===== src/rtl/multicycle_controller.sv =====
// multicycle_controller
// Sequencing FSM for the shared-memory multi-cycle RV32 datapath.
// The state moves through fetch, decode, execute, the optional mul/div and
// memory states, and writeback. Illegal encodings stop the controller in HALT.
// The datapath word width is 32 bits. It appears only in this description;
// the controller carries no datapath.
//
// Ports
//   clk, rst                 clock, asynchronous active-high reset
//   opcode/func3/func7       instruction register fields
//   alu_flag                 ALU compare flag used for branch resolution
//   alu_done                 mul/div result valid (sampled only in MULDIV)
//   mem_ready                memory accepts/completes the current request
//   Pc_We, Ir_We, Mem_Req,   combinational strobes, all forced low while
//   We_Data_Mem, We_Reg,     rst is high
//   Alu_Start, Addr_Select,
//   Pc_Select
//   Alu_Func, Alu_Select,    decode fields, registered at DECODE->EXEC
//   Imm_Select, Result_Select
//   Illegal                  sticky illegal-instruction flag
//   State                    current state (debug)
module multicycle_controller (
  input  logic       clk,
  input  logic       rst,
  input  logic [6:0] opcode,
  input  logic [2:0] func3,
  input  logic [6:0] func7,
  input  logic       alu_flag,
  input  logic       alu_done,
  input  logic       mem_ready,
  output logic       Pc_We,
  output logic       Ir_We,
  output logic       Mem_Req,
  output logic       We_Data_Mem,
  output logic       We_Reg,
  output logic       Alu_Start,
  output logic       Addr_Select,
  output logic       Alu_Select,
  output logic       Result_Select,
  output logic       Pc_Select,
  output logic [1:0] Imm_Select,
  output logic [4:0] Alu_Func,
  output logic       Illegal,
  output logic [2:0] State
);

  localparam int unsigned FUNC_W = 5;
  localparam int unsigned IMM_W  = 2;

  localparam logic [6:0] OP_LOAD   = 7'b0000011;
  localparam logic [6:0] OP_STORE  = 7'b0100011;
  localparam logic [6:0] OP_IALU   = 7'b0010011;
  localparam logic [6:0] OP_RTYPE  = 7'b0110011;
  localparam logic [6:0] OP_BRANCH = 7'b1100011;

  localparam logic [FUNC_W-1:0] ALU_ADD  = 5'b00000;
  localparam logic [FUNC_W-1:0] ALU_SUB  = 5'b00001;
  localparam logic [FUNC_W-1:0] ALU_MUL  = 5'b00010;
  localparam logic [FUNC_W-1:0] ALU_DIV  = 5'b00011;
  localparam logic [FUNC_W-1:0] ALU_AND  = 5'b00100;
  localparam logic [FUNC_W-1:0] ALU_OR   = 5'b00101;
  localparam logic [FUNC_W-1:0] ALU_XOR  = 5'b00110;
  localparam logic [FUNC_W-1:0] ALU_BLT  = 5'b01000;
  localparam logic [FUNC_W-1:0] ALU_SLL  = 5'b01001;
  localparam logic [FUNC_W-1:0] ALU_SRL  = 5'b01010;
  localparam logic [FUNC_W-1:0] ALU_SLT  = 5'b01011;
  localparam logic [FUNC_W-1:0] ALU_SLTU = 5'b01100;

  localparam logic [IMM_W-1:0] IMM_I = 2'b00;
  localparam logic [IMM_W-1:0] IMM_S = 2'b01;
  localparam logic [IMM_W-1:0] IMM_B = 2'b10;

  typedef enum logic [2:0] {
    S_FETCH  = 3'd0,
    S_DECODE = 3'd1,
    S_EXEC   = 3'd2,
    S_MULDIV = 3'd3,
    S_MEM    = 3'd4,
    S_WB     = 3'd5,
    S_HALT   = 3'd7
  } state_t;

  typedef enum logic [2:0] {
    CLS_ALU    = 3'd0,
    CLS_MULDIV = 3'd1,
    CLS_LOAD   = 3'd2,
    CLS_STORE  = 3'd3,
    CLS_BRANCH = 3'd4
  } cls_t;

  state_t              state_q;
  cls_t                cls_q, cls_d;
  logic [FUNC_W-1:0]   alu_func_q, alu_func_d;
  logic                alu_sel_q, alu_sel_d;
  logic [IMM_W-1:0]    imm_sel_q, imm_sel_d;
  logic                res_sel_q, res_sel_d;
  logic                br_inv_q, br_inv_d;
  logic                illegal_q;
  logic                legal_d;
  logic [FUNC_W-1:0]   f3_func;
  logic                taken;

  // Shared func3 -> ALU function map for I-ALU and R-type (func3 != 000 for R)
  always_comb begin
    f3_func = ALU_ADD;
    case (func3)
      3'b000:  f3_func = ALU_ADD;
      3'b001:  f3_func = ALU_SLL;
      3'b010:  f3_func = ALU_SLT;
      3'b011:  f3_func = ALU_SLTU;
      3'b100:  f3_func = ALU_XOR;
      3'b101:  f3_func = ALU_SRL;
      3'b110:  f3_func = ALU_OR;
      default: f3_func = ALU_AND;
    endcase
  end

  // Instruction decode and legality check
  always_comb begin
    legal_d    = 1'b0;
    cls_d      = CLS_ALU;
    alu_func_d = ALU_ADD;
    alu_sel_d  = 1'b0;
    imm_sel_d  = IMM_I;
    res_sel_d  = 1'b0;
    br_inv_d   = 1'b0;
    case (opcode)
      OP_LOAD: begin
        if (func3 == 3'b010) begin
          legal_d   = 1'b1;
          cls_d     = CLS_LOAD;
          alu_sel_d = 1'b1;
          res_sel_d = 1'b1;
        end
      end
      OP_STORE: begin
        if (func3 == 3'b010) begin
          legal_d   = 1'b1;
          cls_d     = CLS_STORE;
          alu_sel_d = 1'b1;
          imm_sel_d = IMM_S;
        end
      end
      OP_IALU: begin
        legal_d    = 1'b1;
        alu_func_d = f3_func;
        alu_sel_d  = 1'b1;
      end
      OP_RTYPE: begin
        if (func3 == 3'b000) begin
          case (func7)
            7'b0000000: begin legal_d = 1'b1; alu_func_d = ALU_ADD; end
            7'b0100000: begin legal_d = 1'b1; alu_func_d = ALU_SUB; end
            7'b0010000: begin legal_d = 1'b1; alu_func_d = ALU_MUL; cls_d = CLS_MULDIV; end
            7'b0110000: begin legal_d = 1'b1; alu_func_d = ALU_DIV; cls_d = CLS_MULDIV; end
            default:    legal_d = 1'b0;
          endcase
        end else if (func7 == 7'b0000000) begin
          legal_d    = 1'b1;
          alu_func_d = f3_func;
        end
      end
      OP_BRANCH: begin
        // func3[0] selects the inverted-flag variant (bne/bge/bgeu)
        imm_sel_d = IMM_B;
        cls_d     = CLS_BRANCH;
        br_inv_d  = func3[0];
        case (func3)
          3'b000, 3'b001: begin legal_d = 1'b1; alu_func_d = ALU_SUB;  end
          3'b100, 3'b101: begin legal_d = 1'b1; alu_func_d = ALU_BLT;  end
          3'b110, 3'b111: begin legal_d = 1'b1; alu_func_d = ALU_SLTU; end
          default:        legal_d = 1'b0;
        endcase
      end
      default: legal_d = 1'b0;
    endcase
  end

  // State register, decode latches and sticky illegal flag
  always_ff @(posedge clk or posedge rst) begin
    if (rst) begin
      state_q    <= S_FETCH;
      cls_q      <= CLS_ALU;
      alu_func_q <= '0;
      alu_sel_q  <= 1'b0;
      imm_sel_q  <= '0;
      res_sel_q  <= 1'b0;
      br_inv_q   <= 1'b0;
      illegal_q  <= 1'b0;
    end else begin
      case (state_q)
        S_FETCH: begin
          if (mem_ready) state_q <= S_DECODE;
        end
        S_DECODE: begin
          if (legal_d) begin
            state_q    <= S_EXEC;
            cls_q      <= cls_d;
            alu_func_q <= alu_func_d;
            alu_sel_q  <= alu_sel_d;
            imm_sel_q  <= imm_sel_d;
            res_sel_q  <= res_sel_d;
            br_inv_q   <= br_inv_d;
          end else begin
            state_q   <= S_HALT;
            illegal_q <= 1'b1;
          end
        end
        S_EXEC: begin
          case (cls_q)
            CLS_ALU:              state_q <= S_WB;
            CLS_MULDIV:           state_q <= S_MULDIV;
            CLS_LOAD, CLS_STORE:  state_q <= S_MEM;
            default:              state_q <= S_FETCH;
          endcase
        end
        S_MULDIV: begin
          if (alu_done) state_q <= S_WB;
        end
        S_MEM: begin
          if (mem_ready) state_q <= (cls_q == CLS_LOAD) ? S_WB : S_FETCH;
        end
        S_WB:    state_q <= S_FETCH;
        S_HALT:  state_q <= S_HALT;
        default: state_q <= S_FETCH;
      endcase
    end
  end

  assign taken = alu_flag ^ br_inv_q;

  // Strobes: decoded from state, latched class and handshakes; rst forces them low
  always_comb begin
    Pc_We       = 1'b0;
    Ir_We       = 1'b0;
    Mem_Req     = 1'b0;
    We_Data_Mem = 1'b0;
    We_Reg      = 1'b0;
    Alu_Start   = 1'b0;
    Addr_Select = 1'b0;
    Pc_Select   = 1'b0;
    if (!rst) begin
      case (state_q)
        S_FETCH: begin
          Mem_Req = 1'b1;
          Ir_We   = mem_ready;
        end
        S_EXEC: begin
          Alu_Start = (cls_q == CLS_MULDIV);
          if (cls_q == CLS_BRANCH) begin
            Pc_We     = 1'b1;
            Pc_Select = taken;
          end
        end
        S_MEM: begin
          Mem_Req     = 1'b1;
          Addr_Select = 1'b1;
          We_Data_Mem = (cls_q == CLS_STORE);
          Pc_We       = (cls_q == CLS_STORE) && mem_ready;
        end
        S_WB: begin
          We_Reg = 1'b1;
          Pc_We  = 1'b1;
        end
        default: ;
      endcase
    end
  end

  assign Alu_Func      = alu_func_q;
  assign Alu_Select    = alu_sel_q;
  assign Imm_Select    = imm_sel_q;
  assign Result_Select = res_sel_q;
  assign Illegal       = illegal_q;
  assign State         = state_q;

endmodule


===== config.mk =====
export PLATFORM = sky130hd
export DESIGN_NAME = multicycle_controller
export DESIGN_NICKNAME = d
export VERILOG_FILES = /design/src/rtl/multicycle_controller.sv
export SDC_FILE = /design/constraint.sdc
export NUM_CORES = 1
export LEC_CHECK = 0
export ABC_AREA = 1
export ABC_CLOCK_PERIOD_IN_PS = 1400
export CAP_MARGIN = 5
export CORE_AREA = 2 2 55 57
export DETAILED_ROUTE_END_ITERATION = 8
export DIE_AREA = 0 0 57 59
export GPL_TIMING_DRIVEN = 0
export HOLD_SLACK_MARGIN = 0.1
export PLACE_DENSITY = 0.84
export REMOVE_ABC_BUFFERS = 1
export SETUP_SLACK_MARGIN = 0.2
export SLEW_MARGIN = 40
export SYNTH_ARGS = -nofsm -noshare
export SYNTH_HDL_FRONTEND = slang
export SYNTH_SLANG_ARGS = --single-unit
export TNS_END_PERCENT = 10

===== constraint.sdc =====
create_clock -name clk -period 1.4 [get_ports clk]
set_input_delay 0.21 -clock clk [delete_from_list [all_inputs] [get_ports clk]]
set_output_delay 0.21 -clock clk [all_outputs]
set_load 0.05 [all_outputs]

==> flow_metrics.tcl <==
set metrics [dict create \
    syn_inst 194 \
    finalPower_mw 1.99 \
    internal-power_mw 1.09 \
    core_area_um2 2710 \
    setup_viol 22 \
    grt_max_degree 19 \
    antenna_left 0 \
    diodes 0 \
    synth_top_area_cell "dfrtp_1" \
    clkTransAtPathRegs_ns 0.09 \
    powerDensity_nw_per_um2 1140 \
    drive_gt1_share_pct 26.7 \
    crit_fanout 3 \
    die_h_um 59 \
    gp_congestion 0.854 \
    clockBufferDepth 2 \
    cts-root-buf "clkbuf_4" \
    synth_edf_count 0 \
    ir_worst_vdd_mv 1.45 \
    die-area_um2 3360 \
    cp-end-kind "primary output" \
    dp_hpwl_um 2200 \
    max_stage_delay_ns 0.39 \
    synth_top_area_share_pct 33.0 \
    netlist_top_cells_count "nand2_1, inv_1, nor2_1" \
    antenna_found_initial 0 \
    switching_power_mw 0.899 \
    routed_via_density 4.98 \
    holdCritPathClass "in2async" \
    power_frac_clock_pct 15.1 \
    ys_warn_count 0 \
    synthArstFlopShare_pct 100 \
    first_pass_iters 4 \
    violations "negative setup slack" \
    grt_pass1_wl_um 4620 \
    wl_um 2990 \
    skew_ns 0.000619 \
    clock_sinks 16 \
    avgSynthCellArea_um2 6.26 \
    yosysMostFrequentCell "nand2_1" \
    cts_tree "yes" \
    drt_iter0_markers 56 \
    htreeDepth 1 \
    synth_area_um2 1210 \
    synthFlopType "dfrtp_1" \
    fin_nets 270 \
    start_kind "flip-flop" \
    grt_pass1_vias 1148 \
    area_growth_pct 44.4 \
    io_buffers 41 \
    p_sw_share_pct 45.1 \
    required_ns 1.19 \
    grt.overflow.total 0 \
    outcome "finished with violations" \
    cpMaxStageDelayCell "dfrtp_2" \
    grt_use_total_pct 17.2 \
    rsz0062_at_grt "yes" \
    row_count 19 \
    wl_per_cell_um 10.8 \
    period_share_pct 128 \
    ys_seq_elements 16 \
    pin_count 43 \
    seq_power_share_pct 29.6 \
    synthTopCellsByArea "dfrtp_1, nand2_1, inv_1" \
    critical_path_class "reg2out" \
    cp.arrival_ns 1.59 \
    initial_core_util_pct 44.8 \
    power.leakage_nw 0.921 \
    slew_viol_final 0 \
    period_needed_ns 1.80 \
    ys_types 27 \
    p_comb_share_pct 55.3 \
    path_cells "inv_2 > buf_4 > nor3_2 > nand4_1 > a211oi_2 > buf_6" \
    vias 1385 \
    postLayoutCellArea_um2 1750 \
    insertion_delay_ns 0.28 \
    fin_ws_ns -0.397 \
    die_x_um 57 \
    cts_inserted_buffers 3 \
    cap_violations 0 \
    yosysSeqAreaShare_pct 33.0 \
    placed_area_um2 1650 \
    fmax_mhz 557 \
    hold_violations 0 \
    drc 0 \
]
## per-stage QoR
step	util (%)	std cells	hold WS (ns)	worst slack [ns]	setup TNS (ns)
after global placement	60.7	264	0.451	-1.42	-11.96
after floorplan	-	192	0.138	-1.35	-8.07
after CTS	62.9	273	0.437	-0.419	-3.44
final	64.7	278	0.114	-0.397	-3.72
after global routing	64.7	278	0.119	-0.457	-6.35
after detailed placement	60.7	264	0.470	-1.45	-12.21
## path summary, 6_finish.rpt
check                      slack, ns           to         from  depth (start not counted)
min in group clk                0.48  Alu_Func[3]  Alu_Func[3]                          2
setup reg to reg               -0.10     cls_q[2]     State[2]                          6
max in group asynchronous       1.06     State[0]          rst                          3
setup / recovery               -0.40    Pc_Select     State[1]                          6
hold reg to reg                 0.48  Alu_Func[3]  Alu_Func[3]                          2
hold / removal                  0.11   Alu_Select          rst                          3
## per-layer routing
layer	routed length [µm]	GRT usage, %	up-vias
li1	-	-	727
met5	0	0	-
met2	1590	31.7	41
met1	1260	21.1	615
met4	23	6.98	0
met3	120	0.873	2
## timing repair
item                       in CTS  in global routing
gates resized for setup       118                 13
pin swaps                       3                  5
hold buffers                    0                  0
gates cloned                    0                  0
setup endpoints to repair      36                 27
buffers inserted                5                  5
## registers in the layout, indices dropped and copies added, names as in the netlist
signal	flops
br_inv_q	1
State	3
Result_Select	1
Alu_Select	1
Alu_Func	4
Illegal	1
Imm_Select	2
cls_q	3
## worst max-delay path, delay by kind of cell, from the launching register on
kind / cells / cell delay (ns)
buf+inv: 3 / 0.39
flops: 1 / 0.39
simple gates: 2 / 0.28
compound gates: 1 / 0.25
## cells in the final DEF (no fill, tap or decap), drive strengths merged, types with 2 or more instances in the layout
cell type      count
nand2             72
inv               29
buf               29
nor2              24
clkdlybuf4s50     20
nand3             18
dfrtp             16
o21ai             11
nor3               6
a21oi              5
clkbuf             4
nand4              2
nor4               2
## cell families after synthesis
group,count (synthesis),share of synthesized area [%]
AOI/OAI and AO/OA,21,11.6
buffers and inverters,32,10.8
DFF,16,33.0
other,1,0.309
and+or+nand+nor,124,44.3
## power groups by stage
stage	sequential [mW]	clock, mW	combinational, mW
after floorplan	0.721	0	0.456
after global placement	0.590	0	0.863
after detailed placement	0.594	0	0.869
after CTS	0.600	0.313	0.964
after global routing	0.597	0.326	1.18
final	0.589	0.302	1.10
## cell type report
cell class / count / area (µm²)
repair buffers: 51 / 439
clock buffers: 4 / 36.3
multi-input cells: 146 / 719
flip-flops and latches: 16 / 404
inverters: 30 / 116
fillers: 253 / 956
well taps: 31 / 38.8
(Power assumes the default switching activity.)
